File: src/rtl/yasu_draw_ctrl_pkg.sv
// Shared constants for the yasu sprite redraw controller: screen and
// sprite geometry, background colour, reset position and FSM states.
package yasu_draw_ctrl_pkg;

    localparam int SPR_W = 16;
    localparam int SPR_H = 16;
    localparam int Y_OFS = 9;
    localparam int SCR_W = 160;
    localparam int SCR_H = 120;

    localparam logic [2:0] BG_COLOUR = 3'b111;
    localparam logic [7:0] INIT_X    = 8'd72;
    localparam logic [6:0] INIT_Y    = 7'd100;

    typedef enum logic [1:0] {
        IDLE  = 2'd0,
        ERASE = 2'd1,
        DRAW  = 2'd2,
        FIN   = 2'd3
    } state_t;

endpackage

File: src/rtl/yasu_draw_ctrl_box_sweep_counter.sv
// Raster counter over one sprite box: cx is the inner (column) count,
// cy the outer (row) count.
// Ports: clk, reset (sync, high), clr (restart at 0,0), en (advance),
//        cx/cy (current pixel within box), last (cx,cy at final pixel).
module yasu_draw_ctrl_box_sweep_counter
    import yasu_draw_ctrl_pkg::*;
(
    input  logic       clk,
    input  logic       reset,
    input  logic       clr,
    input  logic       en,
    output logic [3:0] cx,
    output logic [3:0] cy,
    output logic       last
);

    localparam logic [3:0] CX_MAX = 4'(SPR_W - 1);
    localparam logic [3:0] CY_MAX = 4'(SPR_H - 1);

    always_ff @(posedge clk) begin
        if (reset || clr) begin
            cx <= '0;
            cy <= '0;
        end else if (en) begin
            if (cx == CX_MAX) begin
                cx <= '0;
                cy <= (cy == CY_MAX) ? '0 : cy + 4'd1;
            end else begin
                cx <= cx + 4'd1;
            end
        end
    end

    assign last = (cx == CX_MAX) && (cy == CY_MAX);

endmodule

File: src/rtl/yasu_draw_ctrl.sv
// Redraws the player sprite: erases the old box in background colour,
// then sweeps the new box querying the external character block.
// Ports: clk, reset (sync, high); frame_start/new_x/new_y request in;
//        char_* query to character, char_color back; vga_* write port
//        (registered); busy while redrawing, done one-cycle completion.
module yasu_draw_ctrl
    import yasu_draw_ctrl_pkg::*;
(
    input  logic       clk,
    input  logic       reset,
    input  logic       frame_start,
    input  logic [7:0] new_x,
    input  logic [6:0] new_y,
    output logic [7:0] char_x,
    output logic [6:0] char_y,
    output logic [7:0] char_yasu_x,
    output logic [6:0] char_yasu_y,
    input  logic [2:0] char_color,
    output logic [7:0] vga_x,
    output logic [6:0] vga_y,
    output logic [2:0] vga_colour,
    output logic       vga_plot,
    output logic       busy,
    output logic       done
);

    state_t     state, state_nx;
    logic [7:0] cur_x, nxt_x;
    logic [6:0] cur_y, nxt_y;
    logic       first_flag;

    logic [3:0] cx, cy;
    logic       last, cnt_clr, cnt_en;

    logic [7:0] anc_x;
    logic [6:0] anc_y;
    logic [8:0] px;
    logic [8:0] py;
    logic       on_screen, plot_d;
    logic [2:0] colour_d;

    yasu_draw_ctrl_box_sweep_counter u_sweep (
        .clk   (clk),
        .reset (reset),
        .clr   (cnt_clr),
        .en    (cnt_en),
        .cx    (cx),
        .cy    (cy),
        .last  (last)
    );

    // py is two's complement in 9 bits so rows above the screen stay
    // negative instead of wrapping onto the bottom edge.
    always_comb begin
        anc_x     = (state == ERASE) ? cur_x : nxt_x;
        anc_y     = (state == ERASE) ? cur_y : nxt_y;
        px        = {1'b0, anc_x} + {5'b0, cx};
        py        = {2'b0, anc_y} + {5'b0, cy} - 9'(Y_OFS);
        on_screen = (px < 9'(SCR_W)) && !py[8] && (py < 9'(SCR_H));
        plot_d    = ((state == ERASE) || (state == DRAW)) && on_screen;
        colour_d  = (state == DRAW) ? char_color : BG_COLOUR;
    end

    assign char_x      = (state == DRAW) ? px[7:0] : 8'd0;
    assign char_y      = (state == DRAW) ? py[6:0] : 7'd0;
    assign char_yasu_x = nxt_x;
    assign char_yasu_y = nxt_y;

    always_comb begin
        state_nx = state;
        cnt_clr  = 1'b0;
        cnt_en   = 1'b0;
        unique case (state)
            IDLE: begin
                cnt_clr = 1'b1;
                if (frame_start)
                    state_nx = first_flag ? DRAW : ERASE;
            end
            ERASE: begin
                cnt_en = 1'b1;
                if (last) begin
                    state_nx = DRAW;
                    cnt_clr  = 1'b1;
                end
            end
            DRAW: begin
                cnt_en = 1'b1;
                if (last)
                    state_nx = FIN;
            end
            FIN: state_nx = IDLE;
            default: state_nx = IDLE;
        endcase
    end

    always_ff @(posedge clk) begin
        if (reset) begin
            state      <= IDLE;
            cur_x      <= INIT_X;
            cur_y      <= INIT_Y;
            nxt_x      <= INIT_X;
            nxt_y      <= INIT_Y;
            first_flag <= 1'b1;
            busy       <= 1'b0;
            done       <= 1'b0;
            vga_x      <= '0;
            vga_y      <= '0;
            vga_colour <= '0;
            vga_plot   <= 1'b0;
        end else begin
            state      <= state_nx;
            done       <= (state == FIN);
            vga_x      <= px[7:0];
            vga_y      <= py[6:0];
            vga_colour <= colour_d;
            vga_plot   <= plot_d;
            if ((state == IDLE) && frame_start) begin
                nxt_x <= new_x;
                nxt_y <= new_y;
                busy  <= 1'b1;
            end
            if (state == FIN) begin
                cur_x      <= nxt_x;
                cur_y      <= nxt_y;
                first_flag <= 1'b0;
                busy       <= 1'b0;
            end
        end
    end

endmodule

File: config.mk
export PLATFORM = sky130hd
export DESIGN_NAME = yasu_draw_ctrl
export DESIGN_NICKNAME = d
export VERILOG_FILES = /design/src/rtl/yasu_draw_ctrl_pkg.sv /design/src/rtl/yasu_draw_ctrl_box_sweep_counter.sv /design/src/rtl/yasu_draw_ctrl.sv
export SDC_FILE = /design/constraint.sdc
export NUM_CORES = 1
export LEC_CHECK = 0
export CAP_MARGIN = 20
export CORE_MARGIN = 10
export CORE_UTILIZATION = 35
export CTS_CLUSTER_SIZE = 40
export DETAILED_ROUTE_END_ITERATION = 8
export GPL_ROUTABILITY_DRIVEN = 0
export PLACE_DENSITY = 0.59
export RECOVER_POWER = 25
export SLEW_MARGIN = 20
export SYNTH_ARGS = -nofsm -noshare
export SYNTH_HDL_FRONTEND = slang
export SYNTH_SLANG_ARGS = --single-unit
File: constraint.sdc
create_clock -name clk -period 7 [get_ports clk]
set_input_delay 1.75 -clock clk [delete_from_list [all_inputs] [get_ports clk]]
set_output_delay 1.75 -clock clk [all_outputs]
set_load 0.1 [all_outputs]
**Yosys cells after proc, flatten, opt, wreduce, memory -nomap -nowiden**

Cells that the tools add are included.

- Output and inout port bits: 51
- Bits of input ports: 21
- Word-level logic and storage cells: 57
- Bits in registers: 62

- Reduce and logical (&&, ||, !) cells: 13
- $lt $le $gt $ge: 2
- Multiplexer cells: 15
- Equality and inequality tests: 8
- Add/subtract/negate cells: 5

Operators with widths:

| operator | number |
|---|---|
| $mux W8 | 2 |
| $mux W7 | 2 |
| $add A8 B4 Y9 | 1 |
| $lt A9 B7 Y1 const B | 1 |
| $lt A9 B8 Y1 const B | 1 |
| $sub A8 B4 Y9 const B | 1 |
| $add A4 B1 Y4 const B | 2 |
| $add A7 B4 Y8 | 1 |
| $eq A4 B4 Y1 const B | 2 |
| $mux W2 | 4 |
| $mux W4 | 2 |
| $pmux W2 S4 | 1 |
| $ne A2 B2 Y1 const B | 3 |
| $logic_and A1 B1 Y1 | 5 |
| $eq A2 B2 Y1 const B | 2 |
| $reduce_or A2 Y1 | 2 |
| $mux W3 | 1 |
| $reduce_and A3 Y1 | 1 |
| $eq A2 B1 Y1 const B | 1 |
| $logic_not A2 Y1 | 1 |
| $logic_or A1 B1 Y1 | 2 |
| $mux W1 | 2 |
| $pmux W1 S2 | 1 |
| $reduce_and A2 Y1 | 1 |
| $logic_not A1 Y1 | 1 |

**Logic depth before layout (Yosys ltp)**

- Depth in word-level cells: 8
- Mapped depth: 16
- Depth with buffers taken out: 14

**Hierarchy**

A second synthesis with hierarchy kept.

- Cells, all modules: 349
- Area total of the unflattened synthesis: 3136.8 µm²

Modules (own cells, without submodules):

| module | seq. area each (µm²) | area each (µm²) | cells each | times used |
|---|---|---|---|---|
| yasu_draw_ctrl | 1081.0 | 2756.4 | 307 | 1 |
| yasu_draw_ctrl_box_sweep_counter | 160.2 | 380.4 | 42 | 1 |

**Worst setup path before layout**

OpenSTA, ideal clock, no wires.

- Kind: register -> output
- Start: register state[1]
- End: output port char_y[6]
- Slack: 1405 ps
- Cell stages (with the launch flop): 14
- Data arrival time: 3845 ps
- Buffers on the path: 2
- Required time: 5250 ps
- Cells stage by stage: dfxtp_1 inv_1 ha_1 buf_6 clkbuf_1 mux2_2 ha_1 ha_1 nand2_1 o21ai_0 o21a_1 nor2_1 xnor2_1 nor2_1

- Word-level cells in the longest chain between the ends: 5
- Elaborated cells between the ends (all ways): 6
- Those cells by class: 2 x add/sub; 2 x eq/ne; 2 x mux

RTL lines:

| what | line | source |
|---|---|---|
| from (decl) | yasu_draw_ctrl.sv:27 | `state_t state, state_nx;` |
| from (signal assigned) | yasu_draw_ctrl.sv:111 | `state <= state_nx;` |
| $eq A2 B1 Y1 | yasu_draw_ctrl.sv:56 | `anc_y = (state == ERASE) ? cur_y : nxt_y;` |
| $mux W7 | yasu_draw_ctrl.sv:56 |  |
| $add A7 B4 Y8 | yasu_draw_ctrl.sv:58 | `py = {2'b0, anc_y} + {5'b0, cy} - 9'(Y_OFS);` |
| $sub A8 B4 Y9 | yasu_draw_ctrl.sv:58 |  |
| $mux W7 (*) | yasu_draw_ctrl.sv:65 | `assign char_y = (state == DRAW) ? py[6:0] : 7'd0;` |
| to (decl) | yasu_draw_ctrl.sv:15 | `output logic [6:0] char_y,` |

Every way passes the cells marked *; elsewhere a longest branch is shown, timed or not.

**Worst setup path after layout**

- Start: register state[1]
- End: output port char_y[4]

The elaborated chain is that of the path after synthesis.

==> impl_metrics.json <==
{
  "fin_cells": 524,
  "met3_length_um": 600,
  "setup_tns_ns": 0,
  "timing.hold.ws_ns": 0.471,
  "cts_sinks": 62,
  "timing_worst_setup_path_type": "reg2out",
  "wirelength_um": 7520,
  "wl_per_cell_um": 14.4,
  "syn_to_final_growth_pct": 31.4,
  "dp_slack_ns": 1.21,
  "setup_ws_ns": 0.855,
  "slew_viol_final": 56,
  "grt_max_degree": 56,
  "grt-ovfl-total": 0,
  "dp_hpwl_um": 5620,
  "clockBufferDepth": 2,
  "fp.dieH_um": 114,
  "hold_buffers": 0,
  "switching_power_mw": 0.794,
  "worstHoldPathType": "reg2reg",
  "ys_ff_latch": 62,
  "min_from": "cur_y[2]",
  "synthCells": 345,
  "layout.nets": 456,
  "cp_slowest_stage_delay_ns": 1.13,
  "grt_pass1_vias": 2475,
  "r2r_end": "vga_plot",
  "avgSynthCellArea_sq_um": 8.93,
  "maxSlewHeadroom_pct": -54.3,
  "p_per_area_nw_per_um2": 387,
  "drt-met1-wl_um": 3540,
  "required_ns": 5.25,
  "p_comb_share_pct": 52.3,
  "place_inst": 508,
  "switching_share_pct": 50.7,
  "diodes": 0,
  "cts.clk_slew.worst_paths_ns": 0.08,
  "async_flop_share_pct": 0,
  "max-cap-violations": 1,
  "rrSetupSlack_ns": 3.50,
  "r2r-start": "state[1]",
  "end_kind": "output port",
  "fin_crit_sh_pct": 87.8,
  "drive_above_1_share_pct": 7.45,
  "cts_tree": "done",
  "setup_violations": 0,
  "status": "complete, but fails checks",
  "core_region_area_sq_um": 8640,
  "cts_setup_buffers": 0,
  "die_area_sq_um": 13000,
  "synth.net_count": 390,
  "yosysWarnings": 0,
  "io_buffers": 71,
  "vias_per_cell": 4.72,
  "ir_worst_vdd_mv": 0.170,
  "synth-edff-count": 0,
  "synth_top_cell_area_share_pct": 40.3,
  "root_buffer": "clkbuf_8",
  "antenna_found_initial": 0,
  "hold_path_depth": 1,
  "synth_compound_area_share_pct": 10.9,
  "worst_path_most_repeated_cell": "ha_1",
  "totalPowerFinal_mw": 1.57,
  "crit_slowest_cell": "clkdlybuf4s50_1",
  "dr.pass1.iters": 4,
  "worstRegToRegCells": 11,
  "synth_area_leader_cell": "dfxtp_1",
  "synth_fa_ha_area_share_pct": 10.2,
  "initial_core_util_pct": 35.7,
  "met2_length_um": 3240,
  "p_int_mw": 0.772,
  "cp_max_fo": 19,
  "row_count": 34,
  "fmax_mhz": 163,
  "placedInstanceArea_sq_um": 3840,
  "clock_latency_ns": 0.35,
  "path_cells": "inv_1 > ha_1 > mux2i_1 > ha_1 > inv_1 > ha_1 > a21oi_1 > o21ai_0 > nor2b_1 > and2_1 > clkdlybuf4s50_1",
  "synth_top_family_by_area": "simple AND/OR/NAND/NOR gates",
  "synth_area_sq_um": 3080,
  "remaining_drc_errors": 0,
  "top_layer": "met4",
  "drt-initial-drc-count": 100,
  "synth.mux.area_fraction_pct": 10.1,
  "worst_pin_slew_ns": 2.31,
  "clkPwrFrac_pct": 20.8,
  "holdPathEnd": "cur_y[2]",
  "p_leak_nw": 1.60,
  "vias": 2472,
  "fin_util_pct": 46.9,
  "cts.repair.resized": 0,
  "cp.arrival_ns": 4.40,
  "skew_ns": 0.0105,
  "violations": "capacitance limit, slew limit",
  "die_w_um": 114,
  "period_minus_slack_ns": 6.15,
  "cts_made_buffers": 9,
  "synth_area_leaders": "dfxtp_1 (40%), ha_1 (8.9%), mux2i_1 (6.8%)",
  "fin_area_sq_um": 4050,
  "critPathLaunchType": "flip-flop",
  "grt_use_total_pct": 12.0,
  "synthFlopType": "dfxtp_1",
  "rsz0062_at_grt": "false",
  "pwr-share-seq_pct": 26.9,
  "yosys.area_share.simple_pct": 20.0,
  "synthXorXnorAreaFrac_pct": 3.70,
  "ys_types": 38,
  "h-tree-depth": 3,
  "grt_pass1_wl_um": 12500,
  "ant_nets": 0,
  "pin_count": 72,
  "hold_violations": 0,
  "ys_seq_area_share_pct": 40.3
}
==> kinds of logic after synthesis <==
logic type               after synthesis
adder cells (fa/ha/maj)               24
AO/OA/AOI/OAI                         51
multiplexers                          29
flip-flops                            62
buffers and inverters                 37
XOR/XNOR                              13
AND/OR/NAND/NOR                      129
==> worst max path at each step <==
stage	from	end	cells after the start
6_report	state[1]	char_y[4]	11
5_1_grt	state[1]	char_y[4]	11
4_1_cts	state[1]	char_x[5]	10
3_5_place_dp	state[1]	char_x[5]	10
3_3_place_gp	state[1]	char_y[4]	11
2_1_floorplan	state[1]	char_y[6]	13
==> synthesized netlist by cell type, types with 3 or more instances <==
cell type,n
o21ai_0,5
nand2_1,44
ha_1,22
o21a_1,3
nor2_1,35
a21oi_1,25
inv_1,21
xnor2_1,8
mux2_2,7
nand3b_1,6
buf_1,3
a211o_1,7
nand3_1,4
dfxtp_1,62
a21o_1,3
and2_1,16
nor2b_1,15
xor2_1,5
clkbuf_1,12
mux2i_1,21
==> state kept, by name (all words and copies together), names as in the netlist <==
name and count:
vga_colour 3, state 2, vga_x 8, u_sweep.cy 4, char_yasu_y 7, vga_y 7
cur_x 8, done 1, cur_y 7, vga_plot 1, char_yasu_x 8, u_sweep.cx 4
first_flag 1, busy 1
==> critical path, delay by kind of cell, from the launching register on <==
| kind | cells | cell delay, ns |
|---|---|---|
| AO/OA/AOI/OAI | 2 | 0.33 |
| AND/OR/NAND/NOR | 2 | 0.34 |
| multiplexers | 1 | 0.28 |
| buffers and inverters | 3 | 1.28 |
| flip-flops | 1 | 0.34 |
| adder cells (fa/ha/maj) | 3 | 1.49 |
==> placed cells by master (no fill, tap or decap), types with 4 or more instances in the layout <==
cell type	n
ha_1	22
dfxtp_1	62
xor2_1	5
a211o_1	7
and2_1	16
nand2_1	44
a21oi_1	25
nor2_1	35
mux2_2	7
inv_1	21
clkbuf_8	9
clkdlybuf4s50_1	66
nand3_1	4
o21ai_0	5
mux2i_1	21
xnor2_1	8
nor2b_1	15
nand3b_1	6
buf_4	4
==> per-layer routing <==
metal / up-vias / GRT usage, %
met5: - / 0
met4: 0 / 5.26
met3: 10 / 5.04
met2: 58 / 17.9
met1: 1123 / 14.9
li1: 1281 / -
==> layout make-up <==
class / count / area [sq um]
clock buffers: 9 / 124
clock inverters: 7 / 81.3
fillers: 855 / 4590
inverters: 21 / 78.8
multi-input cells: 246 / 1690
flip-flops and latches: 62 / 1240
well taps: 108 / 135
repair buffers: 71 / 694
==> power by group through the flow <==
stage / Clock [mW] / Sequential [mW] / Combinational (mW)
6_report: 0.325 / 0.422 / 0.818
3_5_place_dp: 0 / 0.430 / 0.825
4_1_cts: 0.333 / 0.422 / 0.828
2_1_floorplan: 0 / 0.674 / 0.397
3_3_place_gp: 0 / 0.430 / 0.822
5_1_grt: 0.354 / 0.429 / 0.867
Note: power is estimated with default switching activity, not from simulation.
